**config.mk**
```make
export PLATFORM = sky130hd
export DESIGN_NAME = pwm_oc_multi
export DESIGN_NICKNAME = d
export VERILOG_FILES = /design/src/rtl/pwm_oc_pkg.sv /design/src/rtl/pwm_oc_dtfsm.sv /design/src/rtl/pwm_oc_multi.sv
export SDC_FILE = /design/constraint.sdc
export NUM_CORES = 1
export LEC_CHECK = 0
export CAP_MARGIN = 20
export CORE_ASPECT_RATIO = 0.5
export CORE_MARGIN = 3
export CORE_UTILIZATION = 25
export CTS_CLUSTER_DIAMETER = 40
export DETAILED_ROUTE_END_ITERATION = 7
export DONT_BUFFER_PORTS = 1
export PLACE_DENSITY = 0.47
export SETUP_SLACK_MARGIN = 0.1
export SYNTH_ARGS = -nofsm -noshare
export SYNTH_HDL_FRONTEND = slang
export SYNTH_SLANG_ARGS = --single-unit
```
**constraint.sdc**
```tcl
create_clock -name clk_psc_i -period 2 [get_ports clk_psc_i]
set_input_delay 0.2 -clock clk_psc_i [delete_from_list [all_inputs] [get_ports clk_psc_i]]
set_output_delay 0.2 -clock clk_psc_i [all_outputs]
set_load 0.01 [all_outputs]
```
**src/rtl/pwm_oc_pkg.sv**
```systemverilog
// Shared definitions for the multi-channel output-compare stage:
// deadtime FSM state encodings and the packed-bus slice helper.
package pwm_oc_pkg;

  localparam int ST_W = 2;

  typedef enum logic [ST_W-1:0] {
    ST_LOW     = 2'd0,
    ST_DT_RISE = 2'd1,
    ST_HIGH    = 2'd2,
    ST_DT_FALL = 2'd3
  } oc_state_e;

  // Low bit index of channel k in a bus packed as NUM_CH slices of width w.
  function automatic int slice_lo(input int k, input int w);
    return k * w;
  endfunction

endpackage

```
**src/rtl/pwm_oc_dtfsm.sv**
```systemverilog
// One deadtime FSM: turns a channel reference into a complementary
// main/comp pair with independent rise/fall deadtimes.
// main_q/comp_q are registered from the next state, so they line up with
// the state register and add no extra cycle of latency.
module pwm_oc_dtfsm
  import pwm_oc_pkg::*;
#(
  parameter int DT_WIDTH = 8
) (
  input  logic                clk_psc_i,
  input  logic                rst_i,
  input  logic                ref_i,
  input  logic [DT_WIDTH-1:0] dt_rise_i,
  input  logic [DT_WIDTH-1:0] dt_fall_i,
  input  logic                out_en_i,
  input  logic                force_low_i,
  output logic                main_q,
  output logic                comp_q,
  output logic [ST_W-1:0]     state_o
);

  localparam logic [DT_WIDTH-1:0] DT_ONE = DT_WIDTH'(1);

  oc_state_e           state_q, state_n;
  logic [DT_WIDTH-1:0] dtcnt_q, dtcnt_n;

  assign state_o = state_q;

  // Next-state and deadtime counter; counter is loaded only on entry to a
  // deadtime state, so a deadtime change never shortens a running count.
  always_comb begin
    state_n = state_q;
    dtcnt_n = dtcnt_q;
    if (force_low_i) begin
      state_n = ST_LOW;
      dtcnt_n = '0;
    end else begin
      case (state_q)
        ST_LOW: begin
          if (ref_i) begin
            if (dt_rise_i == '0) begin
              state_n = ST_HIGH;
            end else begin
              state_n = ST_DT_RISE;
              dtcnt_n = dt_rise_i - DT_ONE;
            end
          end
        end
        ST_DT_RISE: begin
          if (!ref_i) begin
            state_n = ST_LOW;
          end else if (dtcnt_q == '0) begin
            state_n = ST_HIGH;
          end else begin
            dtcnt_n = dtcnt_q - DT_ONE;
          end
        end
        ST_HIGH: begin
          if (!ref_i) begin
            if (dt_fall_i == '0) begin
              state_n = ST_LOW;
            end else begin
              state_n = ST_DT_FALL;
              dtcnt_n = dt_fall_i - DT_ONE;
            end
          end
        end
        ST_DT_FALL: begin
          if (ref_i) begin
            state_n = ST_HIGH;
          end else if (dtcnt_q == '0) begin
            state_n = ST_LOW;
          end else begin
            dtcnt_n = dtcnt_q - DT_ONE;
          end
        end
        default: begin
          state_n = ST_LOW;
          dtcnt_n = '0;
        end
      endcase
    end
  end

  // State, counter and output registers; outputs are gated by enable/break
  // while the FSM itself keeps tracking the reference.
  always_ff @(posedge clk_psc_i) begin
    if (rst_i) begin
      state_q <= ST_LOW;
      dtcnt_q <= '0;
      main_q  <= 1'b0;
      comp_q  <= 1'b0;
    end else begin
      state_q <= state_n;
      dtcnt_q <= dtcnt_n;
      main_q  <= out_en_i && !force_low_i && (state_n == ST_HIGH);
      comp_q  <= out_en_i && !force_low_i && (state_n == ST_LOW);
    end
  end

endmodule

```
**src/rtl/pwm_oc_multi.sv**
```systemverilog
// NUM_CH-channel output-compare stage: shadowed compare window per channel,
// registered reference, deadtime FSM per channel, polarity XOR on the pins.
// Optional break latch is built only when PWM_OC_BREAK_EN is defined.
// fsm_state_o exposes every channel's FSM state (2 bits per channel).
module pwm_oc_multi
  import pwm_oc_pkg::*;
#(
  parameter int NUM_CH    = 4,
  parameter int CNT_WIDTH = 16,
  parameter int DT_WIDTH  = 8
) (
  input  logic                        clk_psc_i,
  input  logic                        rst_i,
  input  logic [CNT_WIDTH-1:0]        cnt_i,
  input  logic                        update_event_i,
  input  logic [NUM_CH*CNT_WIDTH-1:0] cmp_start_pre_i,
  input  logic [NUM_CH*CNT_WIDTH-1:0] cmp_end_pre_i,
  input  logic [NUM_CH*DT_WIDTH-1:0]  dt_rise_pre_i,
  input  logic [NUM_CH*DT_WIDTH-1:0]  dt_fall_pre_i,
  input  logic [NUM_CH-1:0]           mode_pre_i,
  input  logic [NUM_CH-1:0]           out_en_i,
  input  logic [NUM_CH-1:0]           main_pol_i,
  input  logic [NUM_CH-1:0]           comp_pol_i,
  input  logic                        break_i,
  input  logic                        break_clr_i,
  output logic [NUM_CH-1:0]           oc_main_o,
  output logic [NUM_CH-1:0]           oc_comp_o,
  output logic                        break_flag_o,
  output logic [NUM_CH*ST_W-1:0]      fsm_state_o
);

  logic [NUM_CH-1:0] main_q;
  logic [NUM_CH-1:0] comp_q;
  logic              force_low;

`ifdef PWM_OC_BREAK_EN
  logic break_flag_q;

  // Break latch: set has priority over clear.
  always_ff @(posedge clk_psc_i) begin
    if (rst_i) begin
      break_flag_q <= 1'b0;
    end else if (break_i) begin
      break_flag_q <= 1'b1;
    end else if (break_clr_i) begin
      break_flag_q <= 1'b0;
    end
  end

  // The raw input forces outputs off on the same edge that sets the flag.
  assign force_low    = break_i | break_flag_q;
  assign break_flag_o = break_flag_q;
`else
  logic unused_break;
  assign unused_break = break_i | break_clr_i;
  assign force_low    = 1'b0;
  assign break_flag_o = 1'b0;
`endif

  for (genvar k = 0; k < NUM_CH; k++) begin : g_ch
    logic [CNT_WIDTH-1:0] start_q;
    logic [CNT_WIDTH-1:0] end_q;
    logic [DT_WIDTH-1:0]  dt_rise_q;
    logic [DT_WIDTH-1:0]  dt_fall_q;
    logic                 mode_q;
    logic                 ref_q;

    // Shadow load on the update strobe; the compare uses the old values in
    // that same cycle. Reference is the unsigned half-open window, optionally
    // inverted.
    always_ff @(posedge clk_psc_i) begin
      if (rst_i) begin
        start_q   <= '0;
        end_q     <= '0;
        dt_rise_q <= '0;
        dt_fall_q <= '0;
        mode_q    <= 1'b0;
        ref_q     <= 1'b0;
      end else begin
        if (update_event_i) begin
          start_q   <= cmp_start_pre_i[slice_lo(k, CNT_WIDTH) +: CNT_WIDTH];
          end_q     <= cmp_end_pre_i[slice_lo(k, CNT_WIDTH) +: CNT_WIDTH];
          dt_rise_q <= dt_rise_pre_i[slice_lo(k, DT_WIDTH) +: DT_WIDTH];
          dt_fall_q <= dt_fall_pre_i[slice_lo(k, DT_WIDTH) +: DT_WIDTH];
          mode_q    <= mode_pre_i[k];
        end
        ref_q <= ((cnt_i >= start_q) && (cnt_i < end_q)) ^ mode_q;
      end
    end

    pwm_oc_dtfsm #(
      .DT_WIDTH(DT_WIDTH)
    ) u_dtfsm (
      .clk_psc_i  (clk_psc_i),
      .rst_i      (rst_i),
      .ref_i      (ref_q),
      .dt_rise_i  (dt_rise_q),
      .dt_fall_i  (dt_fall_q),
      .out_en_i   (out_en_i[k]),
      .force_low_i(force_low),
      .main_q     (main_q[k]),
      .comp_q     (comp_q[k]),
      .state_o    (fsm_state_o[slice_lo(k, ST_W) +: ST_W])
    );
  end

  // Pin polarity is applied combinationally after the registers.
  assign oc_main_o = main_q ^ main_pol_i;
  assign oc_comp_o = comp_q ^ comp_pol_i;

endmodule

```
Yosys cells after proc, flatten, opt, wreduce, memory -nomap -nowiden:

Cells that the tools add are included.

* register bits: 248
* word-level logic and storage cells: 210
* bits of input ports: 229
* output and inout port bits: 17

* mux-type cells: 68
* order comparisons: 8
* reduce and logical (&&, ||, !) cells: 36
* add/sub/neg operators: 12
* bitwise gates (word level): 6
* eq/ne operators: 40

Operators with widths (number)
* $mux 8: 28
* $pmux 8 s4: 4
* $logic_not 8->1: 12
* $sub 8x1->8 const B: 12
* $ge 16x16->1: 4
* $lt 16x16->1: 4
* $mux 2: 32
* $ne 2x2->1 const B: 24
* $pmux 2 s4: 4
* $eq 2x2->1 const B: 12
* $reduce_and 6->1: 4
* $logic_not 2->1: 8
* $logic_and 1x1->1: 12
* $eq 2x1->1 const B: 4
* $xor 4x4->4: 2
* $xor 1x1->1: 4

Logic depth before layout (Yosys ltp):

* depth after elaboration: 6
* gate-level depth with buffers: 10
* gate-level depth less buffers: 9

By module:

Synthesis repeated with hierarchy kept, for this count alone.

* cell total of the unflattened synthesis: 1477
* area total of the unflattened synthesis: 13716.9 µm²

Modules (own cells, without submodules)
* pwm_oc_multi: area an instance 10038.4 µm², sequential area each 4003.8 µm², cells each 1065, times used 1
* pwm_oc_dtfsm: area an instance 919.6 µm², sequential area each 240.2 µm², cells each 103, times used 4

Worst setup path after synthesis:

OpenSTA, ideal clock, no wires.

* path type: reg-to-reg
* start: reg g_ch[2].u_dtfsm.state_q[1]
* end: reg g_ch[2].u_dtfsm.dtcnt_q[6]
* cell stages (with the launch flop): 10
* arrival: 1.955 ns
* slack: -0.030 ns
* buffers on the path: 1
* cells stage by stage: dfxtp_1 > buf_2 > mux2i_1 > o21ai_0 > inv_1 > ha_1 > nand3_1 > nor2_1 > or4_1 > a31oi_1

* cells in the longest elaborated chain, start to end: 3

RTL lines
* start, declared: line pwm_oc_dtfsm.sv:24 `oc_state_e state_q, state_n;`
* start signal, assigned: line pwm_oc_dtfsm.sv:94 `state_q <= state_n;`
* $eq 2x2->1 (tied with other cells): line pwm_oc_dtfsm.sv:38 `case (state_q)`
* $ne 2x2->1 (no line)
* $reduce_and 6->1 (no line)
* end signal, assigned: line pwm_oc_dtfsm.sv:95 `dtcnt_q <= dtcnt_n;`
* end, declared: line pwm_oc_dtfsm.sv:25 `logic [DT_WIDTH-1:0] dtcnt_q, dtcnt_n;`

Several ways; a longest one is shown, not always the timed one.
A chain may end at the register's enable or synchronous reset.

Worst setup path after layout:

* start: reg g_ch[1].end_q[6]
* end: reg g_ch[1].ref_q

* cells in the longest elaborated chain, start to end: 3

RTL lines
* start, declared: line pwm_oc_multi.sv:62 `logic [CNT_WIDTH-1:0] end_q;`
* start signal, assigned: line pwm_oc_multi.sv:82 `end_q <= cmp_end_pre_i[slice_lo(k, CNT_WIDTH) +: CNT_WIDTH];`
* $lt 16x16->1: line pwm_oc_multi.sv:87 `ref_q <= ((cnt_i >= start_q) && (cnt_i < end_q)) ^ mode_q;`
* $logic_and 1x1->1: line pwm_oc_multi.sv:87
* $xor 1x1->1: line pwm_oc_multi.sv:87
* end signal, assigned: line pwm_oc_multi.sv:87
* end, declared: line pwm_oc_multi.sv:66 `logic ref_q;`

No other way between the ends.

==> flow_summary.toml <==
[run_status]
status = "completed"

[worst_hold_path]
min_from = "cnt_i[15]"
hold_class = "input pin to flop"

[synthesis]
synth.distinct_cells = 48
synth.most_common_cell = "nor2_1"
synth.ff_latch_count = 248
synth-compound-area-share = 0.0791
ys.flop_type = "dfxtp_1"
synth.area.mux_share = 0.197
synth_xor_area_frac = 0.0173
synthAdderAreaFrac = 0.122
synth_cells = 1475
ys_seq_area_frac = 0.377
syn_area_per_cell_um2 = 8.92
synth_area_leader_cell = "dfxtp_1"
synth_top_area_frac = 0.377
ys_warn_count = 0
netlist_top_cells_count = "nor2_1, dfxtp_1, mux2i_1"
yosys-top-cells-area = "dfxtp_1, mux2i_1, ha_1, nor2_1, inv_1"
synth_area_um2 = 13200
synth-edff-count = 0
synth_top_family_by_area = "multiplexers"
synthSimpleGateAreaFrac = 0.152
synth_fp_nets = 1832
async_flop_share = 0

[global_route]
grt_pass1_wl_um = 63700
overflow = 0
track_usage = 0.145
antenna_found_initial = 3
grt_max_degree = 197
grt_pass1_vias = 11200

[floorplan]
core-area_um2 = 51100
rows = 58
fp.dieH_um = 168
die-width_um = 331
dieArea_um2 = 55600
pin_count = 246
initial_utilization = 0.258

[placement]
dp_hpwl_um = 27200
gp_congestion = 0.792
dpl-instance-area_um2 = 14100
dp_cells = 2145
port_buffers = 0

[critical_path]
cpPeakStageDelay_ns = 0.33
path_cells = "inv_2, ha_4, a21oi_2, nand2_1, a2111oi_4, o21ai_2, a221oi_2, o21ai_1, mux2_4"
cp.arrival_ns = 2.41
critPathLaunchType = "flop"
r2r-start = "g_ch[1].end_q[6]"
cp.required_ns = 2.42
worstSetupPathType = "flop to flop"
cp_max_fo = 3
cpMaxStageDelayCell = "dfxtp_2"
critPathLaunch = "g_ch[1].end_q[6]"
worstSetupEndpointType = "flop"

[drt]
wl_per_cell_um = 16.7
drtIter0Drc = 526
ant_nets = 0
drt_first_pass_iters = 4
drc = 0
wirelength_um = 41300
viasPerCell = 4.45
vias = 11000

[finish]
fin_nets = 2102
area_growth_pct = 40.5
fin_area_um2 = 18500
multiInputGateArea_um2 = 7820
regArea_um2 = 5000
post-route-util = 0.362
stdcell_count = 2471
fillerInstances = 5217
drive_gt1_frac = 0.125

[clocking]
cts.sinks = 248
clockBufferDepth = 3
clk_pin_slew_ns = 0.05
cts-root-buf = "clkbuf_16"
insertion_delay_ns = 0.54
cts_made_buffers = 41
cts_tree = "built"
h-tree-depth = 2

[sta]
fin_crit_sh = 0.995
worst_slew_pin_slew_ns = 1.27
clock_skew_ns = 0.0206
slew_viol_final = 0
slew_headroom = 0.156
hold_ws_ns = 0.140
finalHoldViolCount = 0
rsz0062_at_grt = "yes"
finalSetupViolations = 0
fmax_mhz = 503
period_needed_ns = 1.99

[power]
p_leak_nw = 8.10
peakVddDrop_mv = 0.510
power_density_nw_per_um2 = 869

[flow_run]
max_cap_violations = 0
registers in the layout (all words and copies together) (netlist names):
signal,count
g_ch.u_dtfsm.comp_q,4
g_ch.u_dtfsm.state_o,8
g_ch.u_dtfsm.dtcnt_q,32
g_ch.u_dtfsm.main_q,4
g_ch.mode_q,4
g_ch.start_q,64
g_ch.dt_fall_q,32
g_ch.ref_q,4
g_ch.end_q,64
g_ch.dt_rise_q,32
layout make-up:
cell class | instances | area share
Antenna cell | 5 | 0.000677
Multi-Input combinational cell | 1035 | 0.423
Sequential cell | 248 | 0.270
Timing Repair Buffer | 292 | 0.154
Inverter | 127 | 0.0260
Clock inverter | 26 | 0.0194
Tap cell | 690 | 0.0467
Clock buffer | 48 | 0.0602
logic make-up after synthesis:
logic type	after synthesis
AND/OR/NAND/NOR	450
multiplexers	256
flip-flops	248
buffers and inverters	192
AO/OA/AOI/OAI	174
adder cells (fa/ha/maj)	128
XOR/XNOR	26
other	1
worst max-delay path, delay by kind of cell (launching register included):
family                   cells  cell delay (ns)
AO/OA/AOI/OAI                5             0.90
adder cells (fa/ha/maj)      1             0.21
buffers and inverters        1             0.04
flip-flops                   1             0.33
multiplexers                 1             0.31
AND/OR/NAND/NOR              1             0.09
per-layer routing:
metal | routed length, um | GRT usage | share of wire
met4 | 871 | 0.0410 | 0.021
met3 | 1510 | 0.0281 | 0.037
met1 | 17000 | 0.166 | 0.41
met2 | 22000 | 0.274 | 0.53
met5 | 0 | 0 | 0
cell usage in the layout (no fill, tap or decap), types with 11 or more instances in the layout:
cell type,count
nor2_1,270
dlygate4sd3_1,244
dfxtp_1,231
mux2i_1,226
inv_1,119
ha_1,118
a21oi_1,68
nand2_1,53
buf_4,45
clkbuf_16,42
nand3_1,30
o21ai_0,26
xor2_1,19
mux2_2,17
nor4_1,15
a21o_1,14
a211oi_1,13
dfxtp_2,13
nor2b_1,12
nand4_1,12
nor3_1,11
worst paths after layout:
check | to | slack (ns) | cells after the start
setup / recovery | g_ch[1].ref_q | 0.01 | 9
hold / removal | g_ch[1].ref_q | 0.14 | 4
setup reg to reg | g_ch[1].ref_q | 0.01 | 9
hold reg to reg | g_ch[2].u_dtfsm.dtcnt_q[7] | 0.48 | 2
repair_timing:
action	in CTS	in global routing
setup buffers	0	2
endpoints found under the hold margin	248	1
pin swaps	15	22
hold buffers	245	1
setup endpoints to repair	11	27
gates resized for setup	30	68
stage by stage:
stage / setup slack [ns] / setup TNS (ns) / total power, mW
global placement: -0.300 / -0.412 / 7.88
CTS: -0.0214 / -0.0356 / 16.1
finish: 0.0106 / 0 / 16.1
detailed placement: -0.313 / -0.552 / 7.90
floorplan: 0.0525 / 0 / 7.44
global route: -0.123 / -0.175 / 16.9
where the power goes:
group | internal (mW) | switching, mW | leakage [nW]
clock | 4.84 | 2.76 | 0.711
combinational | 1.58 | 1.23 | 5.34
sequential | 5.32 | 0.330 | 2.05
No activity file was read; power rests on OpenSTA's default activity.
==> variant 1, RTL diff (config.mk and constraints unchanged) <==
Register the outputs `oc_main_o` and `oc_comp_o`, cleared by the reset; this adds one clock of latency there. The other outputs are not delayed to match.
--- a/src/rtl/pwm_oc_multi.sv
+++ b/src/rtl/pwm_oc_multi.sv
@@ -106,6 +106,13 @@
 
   // Pin polarity is applied combinationally after the registers.
-  assign oc_main_o = main_q ^ main_pol_i;
-  assign oc_comp_o = comp_q ^ comp_pol_i;
+  always_ff @(posedge clk_psc_i) begin
+    if (rst_i) begin
+      oc_main_o <= '0;
+      oc_comp_o <= '0;
+    end else begin
+      oc_main_o <= main_q ^ main_pol_i;
+      oc_comp_o <= comp_q ^ comp_pol_i;
+    end
+  end
 
 endmodule
Function: changed (a bounded check fails within 4 cycles, from zero or initial values and one cycle with rst_i high).
==> variant 1 against the unedited design <==
- the flow now finishes with violations (setup timing)
- total power decreased by 2.4%
- synthesized area increased by 3.9%
- wire length decreased by 1.1%
- clock power decreased by 9.6%
- first-iteration DRC count decreased by 12%
- final area increased by 2.5%
- sequential cell count increased by 8
- setup slack got worse by 0.063 ns
- via count increased by 1.2%
- die area increased by 3.8%
- global-route usage decreased by 0.60 points
- sequential power increased by 3%
- combinational power increased by 7.1%
- largest power group unchanged
==> variant 1: results (changes against the unedited design) <==
Worst Setup SP=g_ch[1].end_q[2] (was g_ch[1].end_q[6]); violated checks=setup timing; I/O Buffers=0 (unchanged); final setup TNS=-0.05231 ns (was 0 ns); drt initial violations=464 (was 526); Num CTS Buffers=37 (was 41); Clock transition at path regs=0.06 ns; final estimated routing congestion in global placement=0.7601 (was 0.7920); Via Count=11.13k (was 11.00k); root buf cell=clkbuf_16 (unchanged); final setup margin=-0.05231 ns (was 0.01056 ns); Least-Margin Pin Slew=0.8273 ns (was 1.267 ns); CP arrival=2.47 ns (was 2.41 ns); Area contributors post-synth=dfxtp_1 37%, mux2i_1 17%, ha_1 12% (was dfxtp_1 38%, mux2i_1 18%, ha_1 12%); Seq/Total Area, Yosys=37.48% (was 37.72%); largest registers=g_ch.end_q (64), g_ch.start_q (64) (unchanged); Netlist cell types=65 (was 48); post-route cell area=18,960 um^2 (was 18,490 um^2); first-pass iteration count of the detailed router=5 (was 4); most common library cells after synthesis=267 x nor2_1, 256 x dfxtp_1, 229 x mux2i_1 (was 273 x nor2_1, 248 x dfxtp_1, 236 x mux2i_1); clock skew=0.01074 ns (was 0.02057 ns); Placement Cell Area=14,610 um^2 (was 14,140 um^2); Synth Net Count=1,826 (was 1,832); layout cell share with drive strength beyond 1=14.50% (was 12.50%); status=finished, violations left (was finished, final reports clean); gr usage total=13.92% (was 14.52%); beginning of the worst hold path=cnt_i[15] (unchanged); fillers=5,340 (was 5,217); first-pass GRT wire length=63,180 um (was 63,680 um); peak supply drop=518.2 uV (was 509.8 uV); routed len/inst=16.49 um (was 16.72 um); CP max FO=2 (was 3); Yosys warnings=0 (unchanged); Hold Path Class=input pin to flip-flop (unchanged); grt ovf=0 (unchanged); FFs w/ async S/R, synth=0% (unchanged); prevailing post-synth register cell=dfxtp_1 (unchanged); DP HPWL=27,310 um (was 27,190 um); Worst-Skew Late Latency=0.53 ns; Clock Path Buffers=3 (unchanged); Setup-failing EPs final=1 (was 0); final worst path period share=102.6% (was 99.47%); largest net degree at the start of global routing=197 (unchanged); depth of the CTS H-tree=2 (unchanged); Leak=8.235 nW (was 8.104 nW); final-stage net count=2,101 (was 2,102); initial antenna violation count=5 (was 3); startpoint types=flip-flop (unchanged)
==> variant 1: power by group <==
group	total, mW	internal (mW)	switching, mW
logic	3.02	1.73	1.29
registers	5.80	5.49	0.306
clock network	6.88	4.30	2.58
total	15.7	11.5	4.18
==> variant 1: what timing repair did <==
item                                    CTS  global route
endpoints found under the setup margin   15            28
endpoints found under the hold margin   256             0
hold buffers                            247             0
pin swaps                                20            31
gates resized for setup                  34            75
setup buffers                             0             6
==> variant 1: critical path: stages, from the launching register on <==
cell and delay (ns):
dfxtp_2 0.33, inv_2 0.05, ha_4 0.22, a211o_1 0.29
a31oi_4 0.18, o31ai_4 0.10, a221oi_2 0.28, o311a_1 0.20
mux2_4 0.30
==> variant 1: per-stage QoR <==
stage / worst slack, ns / hold WS (ns) / instances
2_1_floorplan: -0.1333 / 0.3418 / 1469
3_3_place_gp: -0.2063 / 0.2918 / 2153
4_1_cts: -0.07269 / 0.1014 / 2468
3_5_place_dp: -0.2477 / 0.2954 / 2153
6_report: -0.05231 / 0.1232 / 2479
5_1_grt: -0.1176 / 0.1197 / 2479
==> variant 1: area by class of cell <==
| cell class | instances | area share (%) |
|---|---|---|
| Multi-Input combinational cell | 1010 | 42.99 |
| Sequential cell | 256 | 27.21 |
| Timing Repair Buffer | 305 | 15.58 |
| Clock buffer | 47 | 5.571 |
| Tap cell | 701 | 4.627 |
| Inverter | 134 | 2.653 |
| Clock inverter | 21 | 1.300 |
| Antenna cell | 5 | 0.06600 |
==> variant 1: routing by layer <==
layer	vias to the layer above	share of wire (%)	GRT usage, %	wire length, um
li1	5666	-	-	-
met1	5293	42	16.74	17320
met2	111	52	25.22	21290
met3	57	3.2	2.590	1321
met4	0	2.3	4.407	959
met5	-	0	0	0
==> variant 1: cells by family (layout without fill, tap and decap cells) <==
kind of cell	Yosys count	in the layout	share of synthesized area, %
AO/OA/AOI/OAI	189	189	9.232
XOR/XNOR	25	25	1.601
adder cells (fa/ha/maj)	128	128	11.71
buffers and inverters	203	507	6.295
flip-flops	256	256	37.48
multiplexers	257	257	19.85
other	1	6	0.02742
AND/OR/NAND/NOR	410	410	13.81
==> variant 1: path summary, 6_finish.rpt <==
kind	end	slack, ns	cells past startpoint
worst max register to register	g_ch[1].ref_q	-0.05	8
worst min register to register	g_ch[1].u_dtfsm.dtcnt_q[7]	0.48	2
worst max-delay path	g_ch[1].ref_q	-0.05	8
worst min-delay path	g_ch[0].ref_q	0.12	4
==> variant 2, RTL diff (same flow settings) <==
Without the edit above. `DT_WIDTH` is set to 8 in 2 places; all go to 7.
--- a/src/rtl/pwm_oc_dtfsm.sv
+++ b/src/rtl/pwm_oc_dtfsm.sv
@@ -6,5 +6,5 @@
   import pwm_oc_pkg::*;
 #(
-  parameter int DT_WIDTH = 8
+  parameter int DT_WIDTH = 7
 ) (
   input  logic                clk_psc_i,
--- a/src/rtl/pwm_oc_multi.sv
+++ b/src/rtl/pwm_oc_multi.sv
@@ -8,5 +8,5 @@
   parameter int NUM_CH    = 4,
   parameter int CNT_WIDTH = 16,
-  parameter int DT_WIDTH  = 8
+  parameter int DT_WIDTH  = 7
 ) (
   input  logic                        clk_psc_i,
Interface: changed (resized dt_fall_pre_i and dt_rise_pre_i); port bits go from 246 to 238. No check against the original RTL was run, so the function may have changed too.
==> variant 2 against the unedited design <==
- the flow now finishes with violations (setup timing)
- sequential cell count decreased by 12
- critical path type unchanged
- wire length increased by 3.6%
- synthesized area decreased by 2.0%
- final area increased by 3.1%
- setup slack got worse by 0.072 ns
- total power decreased by 2.0%
- first-iteration DRC count decreased by 6.1%
- largest cell class unchanged
==> variant 2: results (changes against the unedited design) <==
status=finished, violations left (was finished, final reports clean); violated checks=setup timing; initial antenna violation count=6 (was 3); Placement Cell Area=14,410 um^2 (was 14,140 um^2); Final Core Density=37.63% (was 36.19%); peak supply drop=459.3 uV (was 509.8 uV); Synth Net Count=1,762 (was 1,832); first-pass GRT wire length=66,510 um (was 63,680 um); Num CTS Buffers=40 (was 41); most common library cells after synthesis=250 x nor2_1, 236 x dfxtp_1, 213 x mux2i_1 (was 273 x nor2_1, 248 x dfxtp_1, 236 x mux2i_1); clock skew=0.02407 ns (was 0.02057 ns); post-route non-filler standard cell count=2,475 (was 2,471); Netlist cell types=70 (was 48); final setup margin=-0.06173 ns (was 0.01056 ns); routed len/inst=17.30 um (was 16.72 um); largest net degree at the start of global routing=189 (was 197); CP max FO=2 (was 3); drt initial violations=494 (was 526); DP HPWL=28,350 um (was 27,190 um); slowest cell delay on critical path=0.33 ns (about the same); final estimated routing congestion in global placement=0.7939 (was 0.7920); Leak=8.404 nW (was 8.104 nW); fillers=5,061 (was 5,217); Setup-failing EPs final=3 (was 0); final setup TNS=-0.1293 ns (was 0 ns); final-stage net count=2,098 (was 2,102); root buf cell=clkbuf_16 (unchanged); Via Count=11.21k (was 11.00k); Cells after Synth=1,413 (was 1,475); Least-Margin Pin Slew=0.5957 ns (was 1.267 ns); worst slack, placed=-0.2311 ns (was -0.3132 ns)
[variant 2: cells by family (layout without fill, tap and decap cells)]
kind of cell    count (synthesis)  in the layout  synth area share [%]
simple gates                  400            400                 14.54
mux                           237            237                 18.72
flops                         236            236                 36.61
compound gates                198            198                 10.32
buf+inv                       194            560                 6.079
fa+ha+maj                     128            128                 12.41
xor+xnor                       19             19                 1.290
other cells                     1              7               0.02906
[variant 2: worst register-to-register path: cells and delay by family, from the launching register on]
kind	cells	cell delay (ns)
fa+ha+maj	1	0.20
flops	1	0.33
compound gates	5	1.06
buf+inv	1	0.04
mux	1	0.31
[variant 2: report_power, final]
group / switching [mW] / internal, mW / leakage [nW]
Sequential: 0.276 / 5.07 / 1.96
Combinational: 1.35 / 1.80 / 5.78
Clock: 2.53 / 4.72 / 0.666
Total: 4.16 / 11.6 / 8.40
[variant 2: final timing paths]
check             slack, ns                          to  cells past startpoint                       start
setup / recovery      -0.06               g_ch[1].ref_q                      8          g_ch[1].start_q[9]
setup reg to reg      -0.06               g_ch[1].ref_q                      8          g_ch[1].start_q[9]
hold / removal         0.16               g_ch[3].ref_q                      5                   cnt_i[15]
hold reg to reg        0.51  g_ch[1].u_dtfsm.dtcnt_q[6]                      2  g_ch[1].u_dtfsm.dtcnt_q[6]
[variant 2: per-layer routing]
| metal | part of all wire [%] | global-route usage, % | vias to the layer above |
|---|---|---|---|
| li1 | - | - | 5632 |
| met1 | 43 | 18.71 | 5371 |
| met2 | 51 | 28.00 | 141 |
| met3 | 3.2 | 2.748 | 68 |
| met4 | 2.3 | 4.333 | 0 |
| met5 | 0 | 0 | - |
[variant 2: repair_timing]
item | CTS | global route
cloned | 0 | 0
setup buffers | 7 | 15
pin swaps | 39 | 55
hold buffers | 234 | 0
endpoints found under the hold margin | 236 | 0
endpoints found under the setup margin | 26 | 36
resized for setup | 73 | 81
[variant 2: layout make-up]
cell class | count | share of cell area [%]
diodes | 6 | 0.07876
inverters | 131 | 2.586
clock buffers | 48 | 5.572
clock inverters | 24 | 1.766
repair buffers | 357 | 17.76
flip-flops and latches | 236 | 25.01
well taps | 690 | 4.529
multi-input cells | 983 | 42.70
